## src/rtl/icache.sv

```systemverilog
// Direct-mapped, read-only instruction cache with one 32-bit word per line.
// A hit answers one cycle after the request; a miss raises a refill request to
// the memory controller and waits for its completion pulse.
//
// state | meaning
// ------+------------------------------------------------------------
// IDLE  | accepting fetch requests, answering hits
// MISS  | refill outstanding; ic_flag/ins_addr held until ins_rdy
module icache #(
  parameter int INDEX_W = 4
) (
  input  logic        clk,
  input  logic        rst,
  input  logic        rdy,
  input  logic        clear,
  input  logic        if_req,
  input  logic [31:0] if_addr,
  output logic [31:0] if_ins,
  output logic        if_rdy,
  output logic        ic_flag,
  output logic [31:0] ins_addr,
  input  logic [31:0] ins,
  input  logic        ins_rdy
);

  localparam int NLINES = 1 << INDEX_W;
  localparam int TAG_W  = 30 - INDEX_W;

  typedef enum logic [0:0] {IDLE = 1'b0, MISS = 1'b1} state_t;

  state_t              r_state;
  state_t              w_state_nxt;
  logic [NLINES-1:0]   r_valid;
  logic [TAG_W-1:0]    r_tag  [NLINES];
  logic [31:0]         r_data [NLINES];
  logic [INDEX_W-1:0]  r_idx;
  logic [TAG_W-1:0]    r_tag_l;
  logic                r_drop;
  logic                r_if_rdy;
  logic [31:0]         r_if_ins;
  logic                r_ic_flag;
  logic [31:0]         r_ins_addr;

  logic [INDEX_W-1:0]  w_idx;
  logic [TAG_W-1:0]    w_tag;
  logic                w_hit;
  logic                w_accept;
  logic                w_fill;
  logic                w_if_rdy_nxt;
  logic [31:0]         w_if_ins_nxt;
  logic                w_ic_flag_nxt;
  logic [31:0]         w_ins_addr_nxt;
  logic                w_drop_nxt;
  logic                w_latch;
  logic                w_unused;

  assign w_idx    = if_addr[INDEX_W+1:2];
  assign w_tag    = if_addr[31:INDEX_W+2];
  assign w_unused = &{1'b0, if_addr[1:0]};
  assign w_hit    = r_valid[w_idx] && (r_tag[w_idx] == w_tag);
  // A request is ignored while the previous response is on the bus.
  assign w_accept = (r_state == IDLE) && if_req && !clear && !r_if_rdy;
  assign w_fill   = (r_state == MISS) && ins_rdy;

  // State register; rdy low freezes everything.
  always_ff @(posedge clk) begin
    if (rst)      r_state <= IDLE;
    else if (rdy) r_state <= w_state_nxt;
  end

  // Next-state decode.
  always_comb begin
    w_state_nxt = r_state;
    case (r_state)
      IDLE:    if (w_accept && !w_hit) w_state_nxt = MISS;
      MISS:    if (ins_rdy)            w_state_nxt = IDLE;
      default: w_state_nxt = IDLE;
    endcase
  end

  // Output/next-value decode for the registered outputs and miss bookkeeping.
  always_comb begin
    w_if_rdy_nxt   = 1'b0;
    w_if_ins_nxt   = r_if_ins;
    w_ic_flag_nxt  = r_ic_flag;
    w_ins_addr_nxt = r_ins_addr;
    w_drop_nxt     = r_drop;
    w_latch        = 1'b0;
    case (r_state)
      IDLE: begin
        w_drop_nxt = 1'b0;
        if (w_accept && w_hit) begin
          w_if_rdy_nxt = 1'b1;
          w_if_ins_nxt = r_data[w_idx];
        end else if (w_accept) begin
          w_ic_flag_nxt  = 1'b1;
          w_ins_addr_nxt = {if_addr[31:2], 2'b00};
          w_latch        = 1'b1;
        end
      end
      MISS: begin
        if (ins_rdy) begin
          w_ic_flag_nxt = 1'b0;
          w_drop_nxt    = 1'b0;
          if (!r_drop && !clear) begin
            w_if_rdy_nxt = 1'b1;
            w_if_ins_nxt = ins;
          end
        end else if (clear) begin
          w_drop_nxt = 1'b1;
        end
      end
      default: ;
    endcase
  end

  // Registered outputs, valid bits and miss bookkeeping.
  always_ff @(posedge clk) begin
    if (rst) begin
      r_valid    <= '0;
      r_drop     <= 1'b0;
      r_if_rdy   <= 1'b0;
      r_if_ins   <= '0;
      r_ic_flag  <= 1'b0;
      r_ins_addr <= '0;
      r_idx      <= '0;
      r_tag_l    <= '0;
    end else if (rdy) begin
      r_drop     <= w_drop_nxt;
      r_if_rdy   <= w_if_rdy_nxt;
      r_if_ins   <= w_if_ins_nxt;
      r_ic_flag  <= w_ic_flag_nxt;
      r_ins_addr <= w_ins_addr_nxt;
      if (w_latch) begin
        r_idx   <= w_idx;
        r_tag_l <= w_tag;
      end
      if (w_fill) r_valid[r_idx] <= 1'b1;
    end
  end

  // Tag/data arrays need no reset; a refill overwrites the line unconditionally.
  always_ff @(posedge clk) begin
    if (!rst && rdy && w_fill) begin
      r_tag[r_idx]  <= r_tag_l;
      r_data[r_idx] <= ins;
    end
  end

  assign if_rdy   = r_if_rdy;
  assign if_ins   = r_if_ins;
  assign ic_flag  = r_ic_flag;
  assign ins_addr = r_ins_addr;

endmodule

```

## config.mk

```make
export PLATFORM = sky130hd
export DESIGN_NAME = icache
export DESIGN_NICKNAME = d
export VERILOG_FILES = /design/src/rtl/icache.sv
export SDC_FILE = /design/constraint.sdc
export NUM_CORES = 1
export LEC_CHECK = 0
export ABC_CLOCK_PERIOD_IN_PS = 17330
export BUFFER_PORTS_ARGS = -buffer_cell sky130_fd_sc_hd__buf_2
export CAP_MARGIN = 25
export CORE_MARGIN = 2
export CORE_UTILIZATION = 31
export DETAILED_ROUTE_END_ITERATION = 7
export GPL_ROUTABILITY_DRIVEN = 0
export PLACE_DENSITY_LB_ADDON = 0.3
export SETUP_SLACK_MARGIN = 0.1
export SYNTH_ARGS = -nofsm -noshare
export SYNTH_HDL_FRONTEND = slang
export SYNTH_SLANG_ARGS = --single-unit
```

## constraint.sdc

```tcl
create_clock -name clk -period 17.33 [get_ports clk]
set_input_delay 0.8665 -clock clk [delete_from_list [all_inputs] [get_ports clk]]
set_output_delay 0.8665 -clock clk [all_outputs]
set_load 0.005 [all_outputs]
```

# == After elaboration in Yosys (flattened, before gate mapping) ==
# Memory sizes are Yosys's and may differ from the RTL's.
# Index checks and enable logic that the tools add are counted.
# W data, S select, Z words.
# op_classes
eq_ne,7
n_reduce_logical,22
order_cmp,3
mux,27
n_bitwise,3
# ops
operator,count
$mux W32,3
$pmux W32 S2,1
$eq A26 B26 Y1,1
$mux W1,17
$or A16 B16 Y16,1
$reduce_and A4 Y1,3
$logic_and A1 B1 Y1,11
$lt A4 B5 Y1 const B,2
$pmux W1 S2,4
$ne A2 B2 Y1 const B,3
$reduce_and A2 Y1,3
$logic_not A1 Y1,5
$bmux W1 S4,1
$demux W1 S4,1
$ge A4 B1 Y1 const B,1
$ne A2 B1 Y1 const B,2
$ne A3 B3 Y1 const B,1
$not A1 Y1,2
# totals
register_bits,112
mem_count,2
output_inout_bits,66
mem_bits_rw,928
input_bits,70
# mem_list
memory,words,word_bits,read_ports,rd_ports_with_merged_regs,write_ports,line_no,rtl
r_data,16,32,1,0,1,35,logic [31:0] r_data [NLINES];
r_tag,16,26,1,0,1,34,logic [TAG_W-1:0] r_tag [NLINES];

# == Depth between registers and ports, before layout ==
# depth
depth_word,8
ltp_mapped,15
ltp_nobuf,8

# == Worst setup path before layout ==
# No wires, ideal clock.
# synth_path
path_type,input port to flip-flop
from,input rst
to,"memory r_data[0][0], enable pin"
slack_ns,11.375
n_path_buf,1
setup_ns,0.548
t_arrival_ns,5.407
cell_stages,4
required_time_ns,16.782
path_cell_list,clkbuf_1 > nor3_1 > nand2b_1 > nor3_1
# synth_via
elab_chain_cells,5
# synth_lines
item,line_no,rtl
start: declaration,13,"input logic rst,"
$logic_not A1 Y1,144,if (!rst && rdy && w_fill) begin
$logic_and A1 B1 Y1 (2 in series),144,
$mux W1,144,
$mux W1 (implied by the code),146,r_data[r_idx] <= ins;
end: declaration,35,
# No other way between the ends.

# == Final worst setup path ==
# layout_path
from,input if_addr[3]
to,"register r_ins_addr[28], in the netlist ins_addr[28]"
# layout_via
elab_chain_cells,6
# layout_lines
item,line_no,rtl
start: declaration,17,"input logic [31:0] if_addr,"
$mem_v2 Z16 W26 or $bmux W1 S4 (tied branches),-,
$eq A26 B26 Y1 or $mux W1 (tied branches),60,assign w_hit = r_valid[w_idx] && (r_tag[w_idx] == w_tag);
$logic_and A1 B1 Y1 (*),60,
$logic_and A1 B1 Y1 (*),92,if (w_accept && w_hit) begin
$not A1 Y1 (no line) (*),-,
$reduce_and A4 Y1 (no line) (*),-,
end signal: assignment,133,r_ins_addr <= w_ins_addr_nxt;
end: declaration,42,logic [31:0] r_ins_addr;
# Mark *: on every way between the ends. The rest lies on a longest branch, timed or not. The select of a mux whose other input is x is not followed.
# A chain may end at the register's enable or synchronous reset.

==> results.sh <==
export IMPL_post_cts_setup_buffers=0
export IMPL_dieArea_um2=135000
export IMPL_avgSynthCellArea_um2=20.3
export IMPL_finClkSkew_ns=0.0258
export IMPL_dr_total_vias=20700
export IMPL_synth_async_reset_ratio=0
export IMPL_cts_sinks=1040
export IMPL_drive_above_1_share=0.294
export IMPL_crit_type="in -> reg"
export IMPL_drv_cap=0
export IMPL_hp_start="r_valid[6]"
export IMPL_max_slew_margin=0.303
export IMPL_drt_iter0_drc=2079
export IMPL_clock_latency_ns=0.68
export IMPL_synth_distinct_cells=54
export IMPL_htree_levels=3
export IMPL_use_met2=0.246
export IMPL_start_util=0.312
export IMPL_grt_pass1_vias=21500
export IMPL_yosysTopAreaCell="edfxtp_1"
export IMPL_worstHoldPathType="reg -> reg"
export IMPL_mostFrequentLayoutCells="edfxtp_1 (928), mux4_2 (270), buf_2 (127)"
export IMPL_busiest_layer="met2"
export IMPL_use_met3=0.0311
export IMPL_vias_per_cell=5.18
export IMPL_synth_cells=2011
export IMPL_slowest_delay_ns=0.81
export IMPL_port_buffers=131
export IMPL_fill_cells=12200
export IMPL_crit_buf_inv=3
export IMPL_worst_endpoint_arrival_ns=5.39
export IMPL_cp_max_fo=91
export IMPL_cts_hold_buf=0
export IMPL_antenna_found_initial=16
export IMPL_max_freq_mhz=205
export IMPL_period_share=0.282
export IMPL_synth_top_area_frac=0.682
export IMPL_synth_edf_count=928
export IMPL_hpwl_um=56500
export IMPL_grt_pass1_wl_um=151000
export IMPL_power_mw=5.17
export IMPL_startpoint="if_addr[3]"
export IMPL_chipWidth_um=367
export IMPL_slew_viol_final=0
export IMPL_dr_pass1_iters=5
export IMPL_ios=136
export IMPL_finalSetupViolCount=0
export IMPL_die_h_um=367
export IMPL_slowest_stage="buf_4"
export IMPL_reg2reg_to="r_data[11][3]"
export IMPL_rr_startpoint="r_state"
export IMPL_clk_pin_slew_worst_paths_ns=0.06
export IMPL_rsz0062_at_grt="false"
export IMPL_power_leakage_nw=14.4
export IMPL_hold_viol_final=0
export IMPL_synth_flop_cell="edfxtp_1"
export IMPL_syn_cell_area_um2=40900
export IMPL_tightest_slew_ns=1.05
export IMPL_worstRegToRegCells=6
export IMPL_critical_path_startpoint_type="primary input"
export IMPL_core_area_um2=131000
export IMPL_min_delay_worst_endpoint="r_valid[6]"
export IMPL_totalWireLength_um=104000
export IMPL_utilization=0.358
export IMPL_cts_made_buffers=102
export IMPL_setup_tns_ns=0
export IMPL_routedWlPerCell_um=26.1
export IMPL_cp_cell_sequence="buf_8 -> buf_4 -> mux4_2 -> mux2i_1 -> mux2i_1 -> xor2_1 -> and4b_1 -> nand4b_1 -> o21a_2 -> buf_4 -> o21ai_0"
export IMPL_required_ns=17.83
export IMPL_ys_warn_count=0
export IMPL_period_needed_ns=4.89
export IMPL_powerDensity_nw_per_um2=110
export IMPL_ctsResizeCount=0
export IMPL_crit_family="buffers and inverters"
export IMPL_holdPathStages=1
export IMPL_post_place_ws_ns=11.74
export IMPL_reg2reg_slack_ns=12.73
export IMPL_nets=2227
export IMPL_drc=0
export IMPL_drtAntennaViolNets=0
export IMPL_areaGrowthSynthToFinish_pct=15.0
export IMPL_final_common_cell="edfxtp_1"
export IMPL_setup_ws_ns=12.44
export IMPL_postPlaceCellArea_um2=43700
export IMPL_num_rows=133
export IMPL_grt_max_degree=103
export IMPL_grt_ovfl_total=0
export IMPL_ctsLongestPathBuffers=3
export IMPL_status="completed"
export IMPL_ir_drop_mv=0.0859
export IMPL_ys_seq_area_frac=0.737
export IMPL_grt_use_total=0.153
export IMPL_stdcell_area_um2=47000
export IMPL_met1_usage=0.213
export IMPL_ys_ff_latch=1040
export IMPL_cts_root_buf="clkbuf_16"
export IMPL_cts_tree="yes"
export IMPL_worstSetupEndpointType="register"
export IMPL_synthTopCellsByArea="edfxtp_1 (68%), mux4_2 (15%), dfxtp_1 (5.5%), mux2i_1 (1.3%), mux2_2 (0.94%)"
==> per-stage QoR <==
step	hold WS [ns]	std cells
4_1_cts	0.452	3997
2_1_floorplan	0.421	2012
3_5_place_dp	0.439	3808
5_1_grt	0.466	3999
6_report	0.448	4002
3_3_place_gp	0.428	3801
==> per-layer routing <==
| layer | vias to the layer above | routed length (µm) |
|---|---|---|
| met2 | 662 | 50100 |
| met4 | 14 | 1820 |
| met1 | 11200 | 45800 |
| met5 | - | 79 |
| met3 | 144 | 6590 |
| li1 | 8732 | - |
==> Yosys cell counts, types with 6 or more instances <==
library cell and count:
nand3_1 40, buf_1 9, nor3_1 13, xnor2_1 10, a21o_1 16, o2111ai_1 31, buf_2 32, o21ai_0 44
edfxtp_1 928, nor2_1 20, buf_4 17, nor4_1 6, dfxtp_1 112, or4b_1 31, mux4_2 270, nand2_1 71
a32oi_1 32, o21ai_1 48, xor2_1 21, clkbuf_1 72, mux2_2 34, mux2i_1 53, a21oi_1 8, buf_6 8
nor3b_1 32
==> kinds of logic after synthesis <==
logic type,share of synthesized area
xor gates and xnor gates,0.00704
muxes,0.172
AOI/OAI and AO/OA,0.0315
other,0.0000918
buffers and inverters,0.0177
and+or+nand+nor,0.0345
DFF,0.737
==> sequential cells by signal, summed over array words and instances, names as in the netlist <==
signal and cells:
r_idx 4, r_data 512, ic_flag 1, r_state 1, if_rdy 1, ins_addr 30
if_ins 32, r_tag 416, r_tag_l 26, r_valid 16, r_drop 1
==> power breakdown <==
| part | total [mW] | switching (mW) | internal [mW] | leakage, nW |
|---|---|---|---|---|
| Combinational | 0.234 | 0.133 | 0.100 | 4.04 |
| Clock | 2.19 | 0.936 | 1.25 | 1.61 |
| Sequential | 2.75 | 0.0157 | 2.73 | 8.79 |
| Total | 5.17 | 1.09 | 4.09 | 14.4 |
==> how the worst max path moves through the flow <==
stage | endpoint | slack (ns) | cells past startpoint
2_1_floorplan | r_data[0][0] | 11.37 | 4
3_3_place_gp | ins_addr[28] | 11.78 | 11
3_5_place_dp | ins_addr[28] | 11.74 | 11
4_1_cts | ins_addr[28] | 12.44 | 11
5_1_grt | r_tag_l[22] | 12.04 | 11
6_report | ins_addr[28] | 12.44 | 11
==> area by class of cell <==
cell class	count	area [µm²]	area share
clock buffers	142	2810	0.0598
repair buffers	181	1170	0.0250
clock inverters	47	498	0.0106
multi-input cells	828	10200	0.216
diodes	5	12.5	0.000266
flip-flops and latches	1040	30100	0.641
well taps	1755	2200	0.0467
inverters	4	17.5	0.000373
No activity file was read; power rests on OpenSTA's default activity.
